File: config.mk
export PLATFORM = sky130hd
export DESIGN_NAME = grant_controller
export DESIGN_NICKNAME = d
export VERILOG_FILES = /design/src/rtl/grant_controller.sv
export SDC_FILE = /design/constraint.sdc
export NUM_CORES = 1
export LEC_CHECK = 0
export ABC_AREA = 1
export BUFFER_PORTS_ARGS = -buffer_cell sky130_fd_sc_hd__buf_2
export CAP_MARGIN = 20
export CORE_MARGIN = 2
export CORE_UTILIZATION = 53
export CTS_BUF_LIST = sky130_fd_sc_hd__clkbuf_8 sky130_fd_sc_hd__clkbuf_16
export DETAILED_ROUTE_END_ITERATION = 6
export PLACE_DENSITY_LB_ADDON = 0.2
export SLEW_MARGIN = 20
export SYNTH_ARGS = -nofsm -noshare
export SYNTH_HDL_FRONTEND = slang
export SYNTH_SLANG_ARGS = --single-unit
File: constraint.sdc
create_clock -name clk -period 5.7 [get_ports clk]
set_clock_uncertainty 0.2 [all_clocks]
set_input_delay 0 -clock clk [delete_from_list [all_inputs] [get_ports clk]]
set_output_delay 0 -clock clk [all_outputs]
set_load 0.02 [all_outputs]
File: src/rtl/grant_controller.sv
// grant_controller
//
// Sequential wrapper around an external 8-bit lowest-index-wins combinational
// arbiter. Single-cycle request pulses are latched into a pending register.
// That register drives the arbiter input, and the arbiter's one-hot pick is
// captured as a held grant. The grant stays frozen until the grantee signals
// done. There is no preemption.
//
// Optional feature: define GRANT_TIMEOUT_EN to force a release after TIMEOUT
// GRANT cycles without done. The release is flagged by a one-cycle timeout
// pulse. Without the macro, GRANT waits indefinitely and timeout is tied to 0.
//
// Parameters
//   TIMEOUT        max GRANT cycles without done (1..255), GRANT_TIMEOUT_EN only
// Ports
//   clk            clock, rising edge
//   rst_n          asynchronous active-low reset
//   req_pulse[7:0] request pulses, each set bit latches into pending
//   arb_req[7:0]   pending register, drives the arbiter input
//   arb_grant[7:0] arbiter output, one-hot or zero
//   done           current grantee finished (ignored outside GRANT)
//   grant[7:0]     held one-hot grant, zero when not granting
//   grant_valid    high while in GRANT
//   grant_idx[2:0] binary index of grant, 0 when grant is zero
//   pending_count  popcount of arb_req (0..8)
//   timeout        one-cycle pulse on forced release
//
// state | meaning
// ------+------------------------------------------------------------
// IDLE  | no grant held; takes the arbiter pick when anything pends
// GRANT | grant frozen; waits for done (or forced release on timeout)

module grant_controller #(
    parameter int TIMEOUT = 15
) (
    input  logic       clk,
    input  logic       rst_n,
    input  logic [7:0] req_pulse,
    output logic [7:0] arb_req,
    input  logic [7:0] arb_grant,
    input  logic       done,
    output logic [7:0] grant,
    output logic       grant_valid,
    output logic [2:0] grant_idx,
    output logic [3:0] pending_count,
    output logic       timeout
);

    if (TIMEOUT < 1 || TIMEOUT > 255) begin : g_bad_timeout
        $error("grant_controller: TIMEOUT must be in 1..255");
    end

    typedef enum logic {
        IDLE  = 1'b0,
        GRANT = 1'b1
    } state_t;

    state_t     state_q, state_d;
    logic [7:0] pending_q, pending_d;
    logic [7:0] grant_q, grant_d;
    logic [2:0] idx_q, idx_d;
    logic [3:0] count_q, count_d;
    logic       timeout_q, timeout_d;
    logic [7:0] clear;

`ifdef GRANT_TIMEOUT_EN
    // Counter holds (GRANT cycles elapsed - 1), so the forced release happens
    // at the edge closing the TIMEOUT-th GRANT cycle.
    localparam logic [7:0] TO_LAST = 8'(TIMEOUT - 1);
    logic [7:0] cnt_q, cnt_d;
`endif

    always_ff @(posedge clk or negedge rst_n) begin
        if (!rst_n) begin
            state_q   <= IDLE;
            pending_q <= '0;
            grant_q   <= '0;
            idx_q     <= '0;
            count_q   <= '0;
            timeout_q <= 1'b0;
`ifdef GRANT_TIMEOUT_EN
            cnt_q     <= '0;
`endif
        end else begin
            state_q   <= state_d;
            pending_q <= pending_d;
            grant_q   <= grant_d;
            idx_q     <= idx_d;
            count_q   <= count_d;
            timeout_q <= timeout_d;
`ifdef GRANT_TIMEOUT_EN
            cnt_q     <= cnt_d;
`endif
        end
    end

    always_comb begin
        state_d   = state_q;
        grant_d   = grant_q;
        clear     = '0;
        timeout_d = 1'b0;
`ifdef GRANT_TIMEOUT_EN
        cnt_d     = cnt_q;
`endif

        case (state_q)
            IDLE: begin
                // A zero arbiter result with requests pending is treated as
                // "nothing to grant" rather than entering GRANT with no owner.
                if (pending_q != '0 && arb_grant != '0) begin
                    grant_d = arb_grant;
                    state_d = GRANT;
`ifdef GRANT_TIMEOUT_EN
                    cnt_d   = '0;
`endif
                end
            end
            GRANT: begin
                if (done) begin
                    clear   = grant_q;
                    grant_d = '0;
                    state_d = IDLE;
                end
`ifdef GRANT_TIMEOUT_EN
                else if (cnt_q == TO_LAST) begin
                    clear     = grant_q;
                    grant_d   = '0;
                    state_d   = IDLE;
                    timeout_d = 1'b1;
                end else begin
                    cnt_d = cnt_q + 8'd1;
                end
`endif
            end
            default: begin
                state_d = IDLE;
                grant_d = '0;
            end
        endcase

        // Set wins over clear so a re-request at release time is not lost.
        pending_d = (pending_q & ~clear) | req_pulse;

        count_d = '0;
        idx_d   = '0;
        for (int i = 0; i < 8; i++) begin
            count_d = count_d + 4'(pending_d[i]);
            if (grant_d[i]) begin
                idx_d = 3'(i);
            end
        end
    end

    assign arb_req       = pending_q;
    assign grant         = grant_q;
    assign grant_valid   = (state_q == GRANT);
    assign grant_idx     = idx_q;
    assign pending_count = count_q;
    assign timeout       = timeout_q;

endmodule

== Word level (Yosys, flattened, before mapping) ==
Cells that the tools add are included.

* Flip-flop bits (word level): 24
* Latch bits: 0
* Bits in writable memories: 0
* Bits in read-only memories: 0
* Input bits: 19
* Output and inout port bits: 25
* Memories kept: 0

* $add $sub $neg: 7
* Multiply operators: 0
* Div/mod/pow operators: 0
* Magnitude comparators: 0
* Eq/ne operators: 2
* Shift operators: 0
* Mux-type cells: 15
* Bitwise gates (word level): 4
* Reduce and logical (&&, ||, !) cells: 4

{| class="wikitable"
|+ Operators by type and width
! cell !! count
|-
| $mux W8 || 4
|-
| $mux W3 || 6
|-
| $add A4 B1 Y4 || 4
|-
| $pmux W8 S2 || 1
|-
| $reduce_bool A8 Y1 || 2
|-
| $and A8 B8 Y8 || 1
|-
| $not A8 Y8 || 1
|-
| $or A8 B8 Y8 || 1
|-
| $add A3 B1 Y4 || 1
|-
| $ne A2 B2 Y1 const B || 2
|-
| $add A2 B1 Y3 || 1
|-
| $mux W1 || 3
|-
| $add A1 B1 Y2 || 1
|-
| $pmux W1 S2 || 1
|-
| $reduce_and A2 Y1 || 1
|-
| $logic_and A1 B1 Y1 || 1
|-
| $not A1 Y1 || 1
|}

== Logic depth before layout (Yosys ltp) ==
Gate-level depths: netlist of run 1.

* Depth in word-level cells: 12
* Mapped depth: 15

== Least setup slack after synthesis of run 1 ==
No wires, ideal clock.

* Path type: reg-to-reg
* Start point: reg state_q, in the netlist grant_valid
* End point: reg count_q[2], in the netlist pending_count[2]
* Library setup time: 123 ps
* Arrival time: 3153 ps
* Data required time: 5377 ps
* Slack: 2225 ps
* Cell stages (with the launch flop): 13
* Path buffers: 0
* Cell sequence: dfrtp_1 > nand2_1 > inv_1 > nand2_1 > a21oi_1 > fa_1 > fa_1 > fa_1 > inv_1 > ha_1 > inv_1 > fa_1 > xnor2_1

* Word-level cells in the longest chain between the ends: 11

{| class="wikitable"
|+ RTL lines
! what !! RTL line !! text
|-
| start: declaration || 58 || <nowiki>state_t state_q, state_d;</nowiki>
|-
| start signal: assignment || 85 || <nowiki>state_q <= state_d;</nowiki>
|-
| $mux W8 (*) || 106 || <nowiki>case (state_q)</nowiki>
|-
| $not A8 Y8 (*) || 142 || <nowiki>pending_d = (pending_q & ~clear) | req_pulse;</nowiki>
|-
| $and A8 B8 Y8 (*) || 142 ||
|-
| $or A8 B8 Y8 (*) || 142 ||
|-
| $add A1 B1 Y2 || 147 || <nowiki>count_d = count_d + 4'(pending_d[i]);</nowiki>
|-
| $add A2 B1 Y3 || 147 ||
|-
| $add A3 B1 Y4 || 147 ||
|-
| $add A4 B1 Y4 (3 in series) || 147 ||
|-
| $add A4 B1 Y4 (*) || 147 ||
|-
| via count_d[2] || 62 || <nowiki>logic [3:0] count_q, count_d;</nowiki>
|-
| end signal: assignment || 89 || <nowiki>count_q <= count_d;</nowiki>
|-
| end: declaration || 62 ||
|}

The timed path passes the listed nets; every way through them passes the cells marked *.
A chain may end at the register's enable or synchronous reset.

== Final worst setup path of run 1 ==
Ends and elaborated chain as after synthesis.

==> flow_metrics.tcl, run 1 <==
set metrics [dict create \
    fmax_mhz 277 \
    antenna_found_initial 0 \
    multi_input_area_um2 533 \
    hold_path_end "grant[3]" \
    dieArea_um2 2890 \
    cts_tree "yes" \
    synthArstFlopShare 1.00 \
    portBuffers 42 \
    hold_viol 0 \
    finalWirelength_mm 3.12 \
    ir_drop_uv 330 \
    period_share 0.634 \
    ios 44 \
    finalWorstSetupSlack_ns 2.09 \
    place_congestion 0.770 \
    slew_viol_final 0 \
    cts_root_buf "clkbuf_8" \
    p_int_mw 0.456 \
    grt_use_met1 0.297 \
    post_cts_buffers 0 \
    grt_use_met2 0.402 \
    dpl_worst_slack_ns 2.13 \
    cts.sinks 24 \
    design_area_um2 1790 \
    start_kind "register" \
    die_x_um 53.7 \
    grt_pass1_vias 1180 \
    r2r-start "grant_valid" \
    p_leak_nw 0.964 \
    swShare 0.443 \
    max_cap_viol_count 0 \
    min_path_cells 5 \
    fin_nets 255 \
    register_area_um2 601 \
    via_count 1221 \
    synthesis.area_um2 1310 \
    synth-seq-cells 24 \
    pwr_density_cell_nw_per_um2 458 \
    drt_iter0_markers 14 \
    drtPass1Iterations 6 \
    crit_chain "nand2_1, inv_1, nand2_1, a21oi_1, fa_1, fa_1, fa_1, inv_1, ha_1, inv_1, fa_1, xnor2_1" \
    critical-path-max-stage-delay_ns 0.50 \
    clock_latency_ns 0.26 \
    place_area_um2 1550 \
    grt_pass1_wl_mm 4.91 \
    cp.required_ns 5.65 \
    core_um2 2410 \
    numCtsBuffers 3 \
    holdWs_ns 0.0112 \
    ys_warn_count 0 \
    seqPwrFrac 0.341 \
    met3_usage 0.0389 \
    fin_cells 258 \
    busiest_layer "met2" \
    cts_resized 0 \
    ys.flop_type "dfrtp_1" \
    period_needed_ns 3.61 \
    path_class "register to register" \
    fin_util 0.741 \
    reg2reg_depth 12 \
    hpwl_mm 2.29 \
    drt-wirelength-per-cell_um 12.1 \
    power.switching_mw 0.362 \
    cts.clk_slew.worst_paths_ns 0.09 \
    pwr-share-comb 0.519 \
    crit_fanout 8 \
    syn_inst 165 \
    vias_per_cell 4.73 \
    nFillCells 184 \
    worst_path_most_repeated_cell "fa_1" \
    syn_nets 191 \
    synth_cell_type_count 22 \
    cp_slowest_cell "fa_1" \
    placed_cells 236 \
    synth_edf_count 0 \
    cp-end-kind "register" \
    setup_viol 0 \
    max_slew_margin 0.633 \
    tightest_slew_ns 0.550 \
    grt_overflow 0 \
    clk_path_buf_depth 2 \
    htree_levels 1 \
    outcome "completed" \
    grt_max_degree 25 \
    hold_path_class "input pin to register" \
    finalSetupTns_ns 0 \
    areaGrowthSynthToFinish_pct 36.3 \
    grtUsageTotal 0.237 \
    drc 0 \
    drive_above_1_share 0.263 \
    hold_start "arb_grant[3]" \
    antenna_left 0 \
    ff2ff_setup_slack_ns 2.09 \
    die_h_um 53.7 \
    rows 18 \
    antenna_cells 0 \
    synth_area_per_cell_um2 7.94 \
    start_util 0.544 \
    total_power_mw 0.817 \
    p_clk_frac 0.140 \
    timing.rr.end "pending_count[2]" \
    synth_seq_area_share 0.458 \
    rsz0062_at_grt "false" \
    worstPathArrival_ns 3.57 \
]
==> critical path: cells and delay by family (launching register included) <==
kind / cells / cell delay (ns)
adders and majority gates: 5 / 1.99
DFF: 1 / 0.39
buffers and inverters: 3 / 0.33
AOI/OAI and AO/OA: 1 / 0.25
and+or+nand+nor: 2 / 0.21
xor gates and xnor gates: 1 / 0.13
==> registers in the layout, summed over array words and instances (netlist names) <==
name	count
arb_req	8
grant_valid	1
pending_count	4
grant_idx	3
grant	8
==> metal layers <==
metal	vias to the layer above	routed length [µm]
li1	607	-
met1	571	1380
met2	35	1540
met3	8	135
met4	0	66
met5	-	0
==> synth_stat cells, types with 2 or more instances <==
library cell | count | area (µm²)
nand3_1 | 7 | 35.0
o21ai_1 | 5 | 25.0
nand2_1 | 37 | 139
a21oi_1 | 7 | 35.0
o21ai_0 | 2 | 10.0
inv_1 | 40 | 150
dfrtp_1 | 24 | 601
ha_1 | 3 | 37.5
fa_1 | 4 | 80.1
nor2_1 | 17 | 63.8
nand2_2 | 3 | 18.8
inv_2 | 5 | 18.8
a22oi_2 | 2 | 25.0
==> what timing repair did <==
action | 4_1_cts | 5_1_grt
setup endpoints to repair | 0 | 0
hold buffers | 18 | 0
hold endpoints to repair | 42 | 0
==> final cells by class <==
class,count,share of cell area
Timing Repair Buffer,60,0.219
Tap cell,30,0.0210
Multi-Input combinational cell,95,0.299
Inverter,45,0.0946
Sequential cell,24,0.336
Clock buffer,4,0.0308
==> worst max-delay path by stage <==
stage	slack [ns]	depth (start not counted)	endpoint	from
finish	2.09	12	pending_count[2]	grant_valid
global route	1.89	12	pending_count[2]	grant_valid
CTS	2.08	12	pending_count[2]	grant_valid
detailed placement	2.13	12	pending_count[2]	grant_valid
global placement	2.27	12	pending_count[1]	grant_valid
floorplan	2.22	12	pending_count[2]	grant_valid
==> cells in the final DEF, fill, tap and decap left out, drive strengths merged <==
master,instances
a22oi,3
nand2,41
a21oi,7
inv,45
nand3,8
a21o,1
o21ai,8
dlygate4sd3,18
dfrtp,24
fa,4
conb,1
ha,3
nor2,18
buf,42
xnor2,1
clkbuf,4
==> cells by family after synthesis <==
kind of cell	synth area share
adders and majority gates	0.0898
xor gates and xnor gates	0.00669
AOI/OAI and AO/OA	0.0907
DFF	0.458
other	0.00286
buffers and inverters	0.135
and+or+nand+nor	0.217
==> power by group through the flow <==
stage | clock (mW) | combinational (mW) | sequential, mW
floorplan | 0 | 0.201 | 0.355
global route | 0.121 | 0.473 | 0.286
CTS | 0.115 | 0.427 | 0.278
global placement | 0 | 0.391 | 0.280
finish | 0.115 | 0.424 | 0.279
detailed placement | 0 | 0.405 | 0.281
(Power assumes the default switching activity.)
==> inputs of run 2 (changes only) <==
ABC_AREA = 0   (was 1)
CORE_UTILIZATION = 44   (was 53)
clock period = 3.1 ns   (was 5.7 ns; I/O delays follow)
==> run 2 against run 1 <==
Net effect:
- the flow now finishes with violations (setup timing)
- flip-flop and latch count unchanged
- die area up 12%
- sequential power up 88%
- register-to-register slack worse by 2.3 ns
- maximum frequency up 9.1%
- utilization down 8.3 points
- area after synthesis down 5.9%
- cell count down 12%
- via count down 8.8%
- critical endpoint is now pending_count[1]
- total power up 110%
- sequential share of layout area up 0.094 points
- first-iteration DRC count up 14%
==> flow_metrics.tcl, run 2 <==
set metrics [dict create \
    syn_nets 154 \
    antenna_cells 0 \
    period_needed_ns 3.31 \
    fin_nets 223 \
    drt_iter0_markers 16 \
    grt_pass1_vias 1108 \
    slew_viol_final 0 \
    synthesis.area_um2 1230 \
    die_h_um 56.9 \
    vias_per_cell 4.91 \
    ir_drop_uv 599 \
    crit_chain "and2_4, nand2_2, a21o_1, inv_2, fa_1, fa_1, fa_2, inv_2, ha_4, inv_2, fa_2, inv_2" \
    antenna_left 0 \
    drt-wirelength-per-cell_um 13.2 \
    hpwl_mm 2.10 \
    synth_cell_type_count 28 \
    synthArstFlopShare 1.00 \
    synth-seq-cells 24 \
    critical-path-max-stage-delay_ns 0.52 \
    cts_root_buf "clkbuf_8" \
    p_leak_nw 0.860 \
    synth_area_per_cell_um2 9.63 \
    synth_top_area_share 0.487 \
    areaGrowthSynthToFinish_pct 44.8 \
    cts_tree "yes" \
    ios 44 \
    fin_cells 227 \
    numCtsBuffers 3 \
    worstPathArrival_ns 3.28 \
    cp_slowest_cell "fa_1" \
    place_area_um2 1520 \
    r2r-start "grant_valid" \
    timing.rr.end "pending_count[1]" \
    cts.sinks 24 \
    ff2ff_setup_slack_ns -0.21 \
    antenna_found_initial 0 \
    reg2reg_depth 12 \
    nFillCells 231 \
    synth_seq_area_share 0.487 \
    ys.flop_type "dfrtp_1" \
    ys_top_cells_by_count "nand2_1 (25), dfrtp_1 (24), inv_1 (17)" \
    htree_levels 1 \
    cp.required_ns 3.07 \
    place_congestion 0.776 \
    hold_viol 0 \
    multi_input_area_um2 574 \
    hold_start "done" \
    via_count 1114 \
    critPathBufInv 4 \
    grt_pass1_wl_mm 4.82 \
    hold_path_end "grant[4]" \
    crit_fanout 4 \
    start_util 0.455 \
    grtUsageTotal 0.189 \
    drive_above_1_share 0.367 \
    dieArea_um2 3240 \
    finalWirelength_mm 3.00 \
    outcome "finished, violations left" \
    fmax_mhz 302 \
    min_path_cells 4 \
    drtPass1Iterations 4 \
    placed_cells 205 \
    grt_overflow 0 \
    core_um2 2710 \
    clk_path_buf_depth 2 \
    max_cap_viol_count 0 \
    clock_latency_ns 0.26 \
    design_area_um2 1780 \
    cp_top_family "adder cells" \
    die_x_um 56.9 \
    max_slew_margin 0.464 \
    synth_top_area_cell "dfrtp_1" \
    cp-end-kind "register" \
    drc 0 \
    grt_max_degree 25 \
    finalWorstSetupSlack_ns -0.211 \
    path_class "register to register" \
    rows 19 \
    synthTopCellsByArea "dfrtp_1 (49%), nand2_1 (7.6%), fa_1 (6.5%), inv_1 (5.2%), a21o_1 (4.3%)" \
    pwr_density_cell_nw_per_um2 959 \
    setup_viol 2 \
    rsz0062_at_grt "true" \
    portBuffers 42 \
    register_area_um2 602 \
    start_kind "register" \
    ys_warn_count 0 \
    final_cell_mix "buf_2 (42), nand2_1 (24), dfrtp_1 (23)" \
    tightest_slew_ns 0.804 \
    worst_path_most_repeated_cell "inv_2" \
    hold_path_class "input pin to register" \
    synth_edf_count 0 \
    post_cts_buffers 0 \
    synth.most_common_cell "nand2_1" \
    cts.clk_slew.worst_paths_ns 0.08 \
    period_share 1.07 \
    violations "setup timing" \
    syn_inst 128 \
    final_common_cell "buf_2" \
]
==> run 2: area by class of cell <==
class | instances | share of cell area
tap | 31 | 0.0217
timing repair buffer | 68 | 0.252
multi-input combinational | 83 | 0.322
sequential | 24 | 0.337
clock buffer | 4 | 0.0309
inverter | 17 | 0.0358
==> run 2: kinds of logic after synthesis <==
| logic type | count (synthesis) | share of synthesized area |
|---|---|---|
| and+or+nand+nor | 43 | 0.169 |
| adders and majority gates | 7 | 0.0954 |
| AOI/OAI and AO/OA | 30 | 0.152 |
| muxes | 1 | 0.0122 |
| buffers and inverters | 21 | 0.0741 |
| DFF | 24 | 0.487 |
| xor gates and xnor gates | 1 | 0.00711 |
| other | 1 | 0.00304 |
==> run 2: report_power, final <==
part / internal [mW] / switching, mW / total (mW)
clock: 0.113 / 0.0972 / 0.210
combinational: 0.431 / 0.546 / 0.977
sequential: 0.442 / 0.0824 / 0.524
total: 0.986 / 0.726 / 1.71
==> run 2: per-stage QoR <==
stage | setup WS [ns] | setup TNS [ns] | utilization | hold slack (ns) | total power, mW
detailed placement | -0.253 | -0.430 | 0.562 | -0.181 | 1.40
global route | -0.324 | -0.618 | 0.658 | 0.0441 | 1.85
global placement | -0.201 | -0.332 | 0.562 | -0.191 | 1.38
finish | -0.211 | -0.368 | 0.658 | 0.0155 | 1.71
CTS | -0.224 | -0.371 | 0.650 | 0.0144 | 1.63
floorplan | -0.373 | -0.665 | - | -0.496 | 1.12
==> run 2: worst max path at each step <==
stage | start | endpoint | slack, ns | cells after the start
final | grant_valid | pending_count[1] | -0.21 | 12
after global routing | grant_valid | pending_count[1] | -0.32 | 12
after CTS | grant_valid | pending_count[1] | -0.22 | 12
after global placement | grant_valid | pending_count[1] | -0.20 | 12
after detailed placement | grant_valid | pending_count[1] | -0.25 | 12
after floorplan | grant_valid | pending_count[1] | -0.37 | 13
==> run 2: tightest hold or removal path: stages <==
cell	delay, ns
buf_2	0.11
nand2_1	0.17
nand2_1	0.12
o21ai_1	0.05
==> run 2: layer usage <==
metal  vias to the layer above  GRT usage  wire length (µm)
li1                        548          -                 -
met1                       533      0.257              1320
met2                        27      0.315              1530
met3                         6     0.0300               105
met4                         0     0.0498                45
met5                         -          0                 0
==> run 2: repair_timing <==
| item | CTS | global route |
|---|---|---|
| hold buffers | 18 | 0 |
| pin swaps | 4 | 4 |
| setup endpoints to repair | 2 | 3 |
| endpoints found under the hold margin | 42 | 0 |
| resized for setup | 2 | 6 |
